File: src/rtl/audio_adc_capture.sv
// I2S ADC capture: synchronizes the codec bit stream into i_clk, deserializes left/right
// samples into one {left,right} word per frame and queues words in a small FWFT FIFO.
module audio_adc_capture #(
    parameter int DATA_W = 16,
    parameter int DEPTH  = 8,
    parameter int CNT_W  = 16
) (
    input  logic                      i_clk,
    input  logic                      i_rst,
    input  logic                      i_AUD_BCLK,
    input  logic                      i_AUD_ADCLRCK,
    input  logic                      i_AUD_ADCDAT,
    input  logic                      i_enable,
    input  logic                      i_flush,
    input  logic                      i_clear_ovf,
    output logic [2*DATA_W-1:0]       o_audio_data,
    output logic                      o_audio_valid,
    input  logic                      i_audio_ready,
    output logic [$clog2(DEPTH):0]    o_level,
    output logic                      o_overflow,
    output logic [CNT_W-1:0]          o_ovf_count
);
    localparam int AW = $clog2(DEPTH);
    localparam int BW = $clog2(DATA_W + 2);
    localparam logic [BW-1:0] CNT_LAST = BW'(DATA_W - 1);
    localparam logic [BW-1:0] CNT_DW   = BW'(DATA_W);
    localparam logic [BW-1:0] CNT_SAT  = BW'(DATA_W + 1);

    typedef enum logic [1:0] {WAIT_L, LEFT, RIGHT} state_t;

    // Synchronizers: bit 2 = BCLK, bit 1 = LRCK, bit 0 = data.
    logic [2:0] sync1_reg, sync2_reg;
    logic       bclk_d3_reg;
    logic       lrck_prev_reg;

    state_t              state_reg, state_next;
    logic [BW-1:0]       bitcnt_reg, bitcnt_next;
    logic [DATA_W-1:0]   left_sr_reg, left_sr_next;
    logic [DATA_W-1:0]   right_sr_reg, right_sr_next;
    logic                en_frame_reg, en_frame_next;
    logic                frame_done_reg, frame_done_next;

    logic [2*DATA_W-1:0] mem [DEPTH];
    logic [AW:0]         wr_ptr_reg, rd_ptr_reg;
    logic                overflow_reg;
    logic [CNT_W-1:0]    ovf_count_reg;

    logic bclk_rise, lrck_s, dat_s, lrck_fall, lrck_rise;
    logic full, empty, pop, push_req, do_push, ovf_event;

    assign bclk_rise = sync2_reg[2] & ~bclk_d3_reg;
    assign lrck_s    = sync2_reg[1];
    assign dat_s     = sync2_reg[0];
    // LRCK is compared against its value at the previous BCLK rise, so it is only judged when stable.
    assign lrck_fall = bclk_rise & lrck_prev_reg & ~lrck_s;
    assign lrck_rise = bclk_rise & ~lrck_prev_reg & lrck_s;

    always_ff @(posedge i_clk) begin
        if (i_rst) begin
            sync1_reg      <= '0;
            sync2_reg      <= '0;
            bclk_d3_reg    <= 1'b0;
            lrck_prev_reg  <= 1'b0;
            state_reg      <= WAIT_L;
            bitcnt_reg     <= '0;
            left_sr_reg    <= '0;
            right_sr_reg   <= '0;
            en_frame_reg   <= 1'b0;
            frame_done_reg <= 1'b0;
        end else begin
            sync1_reg      <= {i_AUD_BCLK, i_AUD_ADCLRCK, i_AUD_ADCDAT};
            sync2_reg      <= sync1_reg;
            bclk_d3_reg    <= sync2_reg[2];
            if (bclk_rise)
                lrck_prev_reg <= lrck_s;
            state_reg      <= state_next;
            bitcnt_reg     <= bitcnt_next;
            left_sr_reg    <= left_sr_next;
            right_sr_reg   <= right_sr_next;
            en_frame_reg   <= en_frame_next;
            frame_done_reg <= frame_done_next;
        end
    end

    always_comb begin
        state_next      = state_reg;
        bitcnt_next     = bitcnt_reg;
        left_sr_next    = left_sr_reg;
        right_sr_next   = right_sr_reg;
        en_frame_next   = en_frame_reg;
        frame_done_next = 1'b0;
        if (bclk_rise) begin
            case (state_reg)
                WAIT_L: begin
                    if (lrck_fall) begin
                        state_next    = LEFT;
                        bitcnt_next   = '0;
                        en_frame_next = i_enable;
                    end
                end
                LEFT: begin
                    if (lrck_rise) begin
                        // A short left channel cannot form a frame: resync on the next left start.
                        state_next  = (bitcnt_reg >= CNT_DW) ? RIGHT : WAIT_L;
                        bitcnt_next = '0;
                    end else begin
                        if (bitcnt_reg != CNT_SAT)
                            bitcnt_next = bitcnt_reg + 1'b1;
                        if (bitcnt_reg < CNT_DW)
                            left_sr_next = {left_sr_reg[DATA_W-2:0], dat_s};
                    end
                end
                RIGHT: begin
                    if (lrck_fall) begin
                        state_next    = LEFT;
                        bitcnt_next   = '0;
                        en_frame_next = i_enable;
                    end else begin
                        if (bitcnt_reg != CNT_SAT)
                            bitcnt_next = bitcnt_reg + 1'b1;
                        if (bitcnt_reg < CNT_DW)
                            right_sr_next = {right_sr_reg[DATA_W-2:0], dat_s};
                        if (bitcnt_reg == CNT_LAST)
                            frame_done_next = 1'b1;
                    end
                end
                default: state_next = WAIT_L;
            endcase
        end
    end

    assign empty     = (wr_ptr_reg == rd_ptr_reg);
    assign full      = ((wr_ptr_reg ^ rd_ptr_reg) == {1'b1, {AW{1'b0}}});
    assign pop       = ~empty & i_audio_ready;
    assign push_req  = frame_done_reg & i_enable & en_frame_reg;
    assign do_push   = push_req & ~i_flush & (~full | pop);
    assign ovf_event = push_req & ~i_flush & full & ~pop;

    always_ff @(posedge i_clk) begin
        if (do_push)
            mem[wr_ptr_reg[AW-1:0]] <= {left_sr_reg, right_sr_reg};
    end

    always_ff @(posedge i_clk) begin
        if (i_rst) begin
            wr_ptr_reg    <= '0;
            rd_ptr_reg    <= '0;
            overflow_reg  <= 1'b0;
            ovf_count_reg <= '0;
        end else begin
            if (i_flush) begin
                wr_ptr_reg <= '0;
                rd_ptr_reg <= '0;
            end else begin
                if (do_push)
                    wr_ptr_reg <= wr_ptr_reg + 1'b1;
                if (pop)
                    rd_ptr_reg <= rd_ptr_reg + 1'b1;
            end
            if (ovf_event) begin
                overflow_reg <= 1'b1;
                if (i_clear_ovf)
                    ovf_count_reg <= CNT_W'(1);
                else if (~&ovf_count_reg)
                    ovf_count_reg <= ovf_count_reg + 1'b1;
            end else if (i_clear_ovf) begin
                overflow_reg  <= 1'b0;
                ovf_count_reg <= '0;
            end
        end
    end

    assign o_audio_valid = ~empty;
    assign o_audio_data  = empty ? '0 : mem[rd_ptr_reg[AW-1:0]];
    assign o_level       = wr_ptr_reg - rd_ptr_reg;
    assign o_overflow    = overflow_reg;
    assign o_ovf_count   = ovf_count_reg;
endmodule

File: config.mk
export PLATFORM = sky130hd
export DESIGN_NAME = audio_adc_capture
export DESIGN_NICKNAME = d
export VERILOG_FILES = /design/src/rtl/audio_adc_capture.sv
export SDC_FILE = /design/constraint.sdc
export NUM_CORES = 1
export LEC_CHECK = 0
export ABC_CLOCK_PERIOD_IN_PS = 4500
export BUFFER_PORTS_ARGS = -buffer_cell sky130_fd_sc_hd__buf_2
export CORE_ASPECT_RATIO = 0.6
export CORE_UTILIZATION = 45
export DETAILED_ROUTE_END_ITERATION = 10
export HOLD_SLACK_MARGIN = 0.06
export SYNTH_ARGS = -nofsm -noshare
export SYNTH_HDL_FRONTEND = slang
export SYNTH_SLANG_ARGS = --single-unit
File: constraint.sdc
create_clock -name i_clk -period 4.5 [get_ports i_clk]
set_clock_uncertainty 0.05 [all_clocks]
set_input_delay 0.9 -clock i_clk [delete_from_list [all_inputs] [get_ports i_clk]]
set_output_delay 0.9 -clock i_clk [all_outputs]
set_load 0.01 [all_outputs]
# [After elaboration in Yosys (flattened, before gate mapping)]
# Memory sizes are Yosys's and may differ from the RTL's. A register that Yosys moved wholly into a read port is not among the register bits.
# Cells that the tools add are included.
[totals] out_inout_bits=54 mem_count=1 regBits=74 wordCells=91 ram_bits=256
[memory_table] memory="mem" words=8 width=32 rd=1 rd_clocked_by_memory_dff=1 write_ports=1 line_no="43" text="logic [2*DATA_W-1:0] mem [DEPTH];"
[classes] n_bitwise=25 n_addsub=5 muxes=21 magnitude_cmp=2 n_reduce_logical=13 eq_ne=10
[op_table] cell="$mux W16" n=4
[op_table] cell="$mux W32" n=1
[op_table] cell="$mux W5" n=4
[op_table] cell="$add A16 B1 Y16 const B" n=1
[op_table] cell="$reduce_and A16 Y1" n=1
[op_table] cell="$pmux W5 S3" n=1
[op_table] cell="$and A1 B1 Y1" n=12
[op_table] cell="$not A1 Y1" n=11
[op_table] cell="$reduce_and A3 Y1" n=3
[op_table] cell="$add A4 B1 Y4 const B" n=2
[op_table] cell="$reduce_and A4 Y1" n=2
[op_table] cell="$mux W2" n=3
[op_table] cell="$mux W3" n=2
[op_table] cell="$ne A2 B2 Y1 const B" n=3
[op_table] cell="$add A5 B1 Y5 const B" n=1
[op_table] cell="$eq A5 B4 Y1 const B" n=1
[op_table] cell="$ge A5 B5 Y1 const B" n=1
[op_table] cell="$lt A5 B5 Y1 const B" n=1
[op_table] cell="$mux W1" n=5
[op_table] cell="$ne A5 B5 Y1 const B" n=1
[op_table] cell="$eq A4 B4 Y1" n=1
[op_table] cell="$eq A4 B4 Y1 const B" n=1
[op_table] cell="$pmux W2 S2" n=1
[op_table] cell="$reduce_or A2 Y1" n=2
[op_table] cell="11 further kinds" n=11

# [Depth between registers and ports, before layout]
[logic_depth] ltp_word=7 depth_mapped=8

# [Worst setup path before layout]
# No wires, ideal clock.
[synth_timing] kind="input to register" start="in i_flush" end="mem mem[0][0] in the netlist's numbering, enable pin" setup_time_ns=0.501 setup_slack_ns=-0.398 stages=3 arrival_ns=4.346 path_buffers=0 path_cell_list="and4b_1 nand2_1 nor4_1"
[synth_via] elab_chain_len=5
[synth_lines] element="from (decl)" line_no="14" text="input logic i_flush,"
[synth_lines] element="$not A1 Y1" line_no="136" text="assign do_push = push_req & ~i_flush & (~full | pop);"
[synth_lines] element="$and A1 B1 Y1 (2 in a row)" line_no="136"
[synth_lines] element="$mux W1" line_no="140" text="if (do_push)"
[synth_lines] element="$mux W1 (implied by the code)" line_no="141" text="mem[wr_ptr_reg[AW-1:0]] <= {left_sr_reg, right_sr_reg};"
[synth_lines] element="to (decl)" line_no="43"
# No other way between the ends.

# [Worst setup path after layout]
[layout_timing] start="reg wr_ptr_reg[0]" end="out o_audio_data[2]"
[layout_via] elab_chain_len=2
[layout_lines] element="from (decl)" line_no="44" text="logic [AW:0] wr_ptr_reg, rd_ptr_reg;"
[layout_lines] element="from (signal assigned)" line_no="156" text="wr_ptr_reg <= wr_ptr_reg + 1'b1;"
[layout_lines] element="$eq A4 B4 Y1" line_no="132" text="assign empty = (wr_ptr_reg == rd_ptr_reg);"
[layout_lines] element="$mux W32" line_no="174" text="assign o_audio_data = empty ? '0 : mem[rd_ptr_reg[AW-1:0]];"
[layout_lines] element="to (decl)" line_no="16" text="output logic [2*DATA_W-1:0] o_audio_data,"
# No other way between the ends.

==> flow_metrics.tcl <==
set metrics [dict create \
    status "finished, final reports clean" \
    peakVddDrop_v 0.0002605 \
    drt_iter0_drc 571 \
    ys.flop_type "edfxtp_1" \
    vias 7006 \
    slowest_delay_ns 0.55 \
    diodes 0 \
    ys_warn_count 0 \
    synth_xor_area_frac 0.01267 \
    design_area_sq_um 14960 \
    hold_class "flop to flop" \
    cts.repair.resized 0 \
    arrival_ns 2.79 \
    path_cells "inv_1 > ha_1 > nand3_1 > nor2_4 > buf_4 > nor2_1 > buf_2" \
    start_util 0.4658 \
    drv_cap 0 \
    drive_gt1_frac 0.2425 \
    synth-async-reset-ratio 0 \
    mostFrequentLayoutCells "edfxtp_1 (256), dfxtp_1 (74), nor2_1 (72)" \
    wl_per_cell_microns 21.95 \
    synth_top_family_by_area "multiplexers" \
    root_buffer "clkbuf_16" \
    die_y_microns 133.8 \
    slowest_stage "nor2_4" \
    clockBufferDepth 3 \
    slew_headroom 0.3937 \
    firstDrtPassIters 4 \
    grt_max_degree 33 \
    syn_area_sq_um 13040 \
    clk_pin_slew_worst_paths_ns 0.06 \
    grtUsageTotal 0.1925 \
    postCtsSetupBuffers 0 \
    insertion_delay_ns 0.56 \
    setup_viol 0 \
    rsz0062_at_grt "false" \
    gp_congestion 0.8555 \
    fin_tns_setup_ns 0 \
    cts_inserted_buffers 31 \
    ys_ff_latch 333 \
    muxShareOfSynthArea 0.1498 \
    r2r_setup_slack_ns 1.65 \
    synth_compound_area_frac 0.02390 \
    die_x_microns 221.7 \
    areaGrowthSynthToFinish_pct 14.71 \
    synth_cell_type_count 47 \
    largest_reg_flops 256 \
    crit_type "flop to output port" \
    p_per_area_nw_per_um2 400.0 \
    worst-slew-pin-transition_ns 0.9094 \
    p_leak_uw 0.005022 \
    core_sq_um 27990 \
    antenna_found_initial 0 \
    min_period_ns 3.739 \
    hold_viol 0 \
    finish.net_count 899 \
    synth_fp_nets 818 \
    tritoncts "built" \
    io_pins 63 \
    grt_pass1_wl_microns 43330 \
    postSynthAreaPerCell_sq_um 16.40 \
    fillers 2281 \
    start_kind "flop" \
    vias_per_cell 5.534 \
    synth_edf_count 256 \
    mostFrequentLayoutCell "edfxtp_1" \
    timing.fmax_mhz 267.5 \
    synth_fa_ha_area_frac 0.01401 \
    finalCritPeriodShare 0.8308 \
    dp_hpwl_microns 16200 \
    slew_violations 0 \
    route.detailed.drc 0 \
    critPathCaptureType "output port" \
    drt_wl_total_microns 27790 \
    rows 47 \
    path_max_fanout 22 \
    dieArea_sq_um 29680 \
    cts-hold-fix-buffers 0 \
    htreeDepth 1 \
    globalRouteOverflowTotal 0 \
    cts.sinks 333 \
    synthCells 795 \
    io_buffers 62 \
    grt_pass1_vias 7276 \
    placed_area_sq_um 13910 \
    ant_nets 0 \
    synth-simple-area-share 0.07572 \
    required_ns 3.55 \
    ys_seq_area_frac 0.7079 \
]
## per-stage QoR
stage / setup WS, ns / std cells / util / hold slack [ns] / power, uW
after CTS: 0.6547 / 1266 / 0.5343 / 0.3893 / 6034
after global placement: 1.283 / 1210 / 0.4969 / 0.3794 / 3360
after global routing: 0.5916 / 1266 / 0.5343 / 0.3968 / 6155
after floorplan: 0.1984 / 795 / - / 0.3636 / 3350
final: 0.7614 / 1266 / 0.5343 / 0.3850 / 5982
after detailed placement: 1.259 / 1210 / 0.4969 / 0.3810 / 3362
## final timing paths
kind	start	end	depth (start not counted)
min reg2reg	sync1_reg[1]	sync2_reg[1]	1
max reg2reg	wr_ptr_reg[0]	mem[4][12]	7
max	wr_ptr_reg[0]	o_audio_data[2]	7
min	sync1_reg[1]	sync2_reg[1]	1
## where the power goes
part           switching [uW]  total (uW)  internal, uW  leakage (uW)
clock                    1090        2690          1590      0.000510
sequential               1.45        3270          3270       0.00299
combinational            20.2        28.2          7.99       0.00152
total                    1110        5980          4870       0.00502
## layout make-up
cell class                 count  area (sq um)  area share
sequential                   333          9235      0.6175
multi-input combinational    410          3670      0.2454
clock buffer                  46         892.1     0.05965
timing repair buffer          83         480.5     0.03213
tap                          367         459.2     0.03070
clock inverter                10         155.1     0.01037
inverter                      17         63.81    0.004267
## kinds of logic after synthesis
kind of cell | Yosys count
muxes | 115
adders and majority gates | 14
AOI/OAI and AO/OA | 57
DFF | 333
xor gates and xnor gates | 18
and+or+nand+nor | 206
buffers and inverters | 52
## Yosys cell counts, drive strengths merged, types with 2 or more instances
| master | instances | area, sq um |
|---|---|---|
| edfxtp | 256 | 7687 |
| dfxtp | 77 | 1541 |
| nor2 | 76 | 285.3 |
| mux4 | 64 | 1441 |
| nand2 | 53 | 198.9 |
| mux2i | 50 | 500.5 |
| a21oi | 31 | 155.2 |
| clkbuf | 18 | 67.56 |
| buf | 17 | 77.57 |
| inv | 17 | 63.81 |
| o21ai | 15 | 75.07 |
| ha | 13 | 162.7 |
| nand3 | 13 | 65.06 |
| nor3 | 13 | 65.06 |
| xnor2 | 13 | 113.9 |
| nor2b | 10 | 62.56 |
| nand4 | 7 | 43.79 |
| nand2b | 5 | 31.28 |
| xor2 | 5 | 51.30 |
| or2 | 4 | 25.02 |
| a31oi | 3 | 18.77 |
| and4 | 3 | 26.28 |
| and4b | 3 | 30.03 |
| nor4 | 3 | 18.77 |
| or3 | 3 | 18.77 |
| and3 | 2 | 12.51 |
| nand3b | 2 | 15.01 |
| nor3b | 2 | 15.01 |
| nor4b | 2 | 30.03 |
| o22ai | 2 | 12.51 |
## critical path: cells and delay by family (launching register included)
family                     cells  cell delay (ns)
adders and majority gates      1             0.33
buffers and inverters          3             0.61
and+or+nand+nor                3             0.76
DFF                            1             0.50
## routing by layer
| metal | vias to the layer above | global-route usage | wire (microns) |
|---|---|---|---|
| li1 | 3206 | - | - |
| met1 | 3599 | 0.2794 | 13150 |
| met2 | 163 | 0.3075 | 12840 |
| met3 | 38 | 0.03680 | 1371 |
| met4 | 0 | 0.03511 | 429 |
| met5 | - | 0 | 0 |
(Power assumes the default switching activity.)
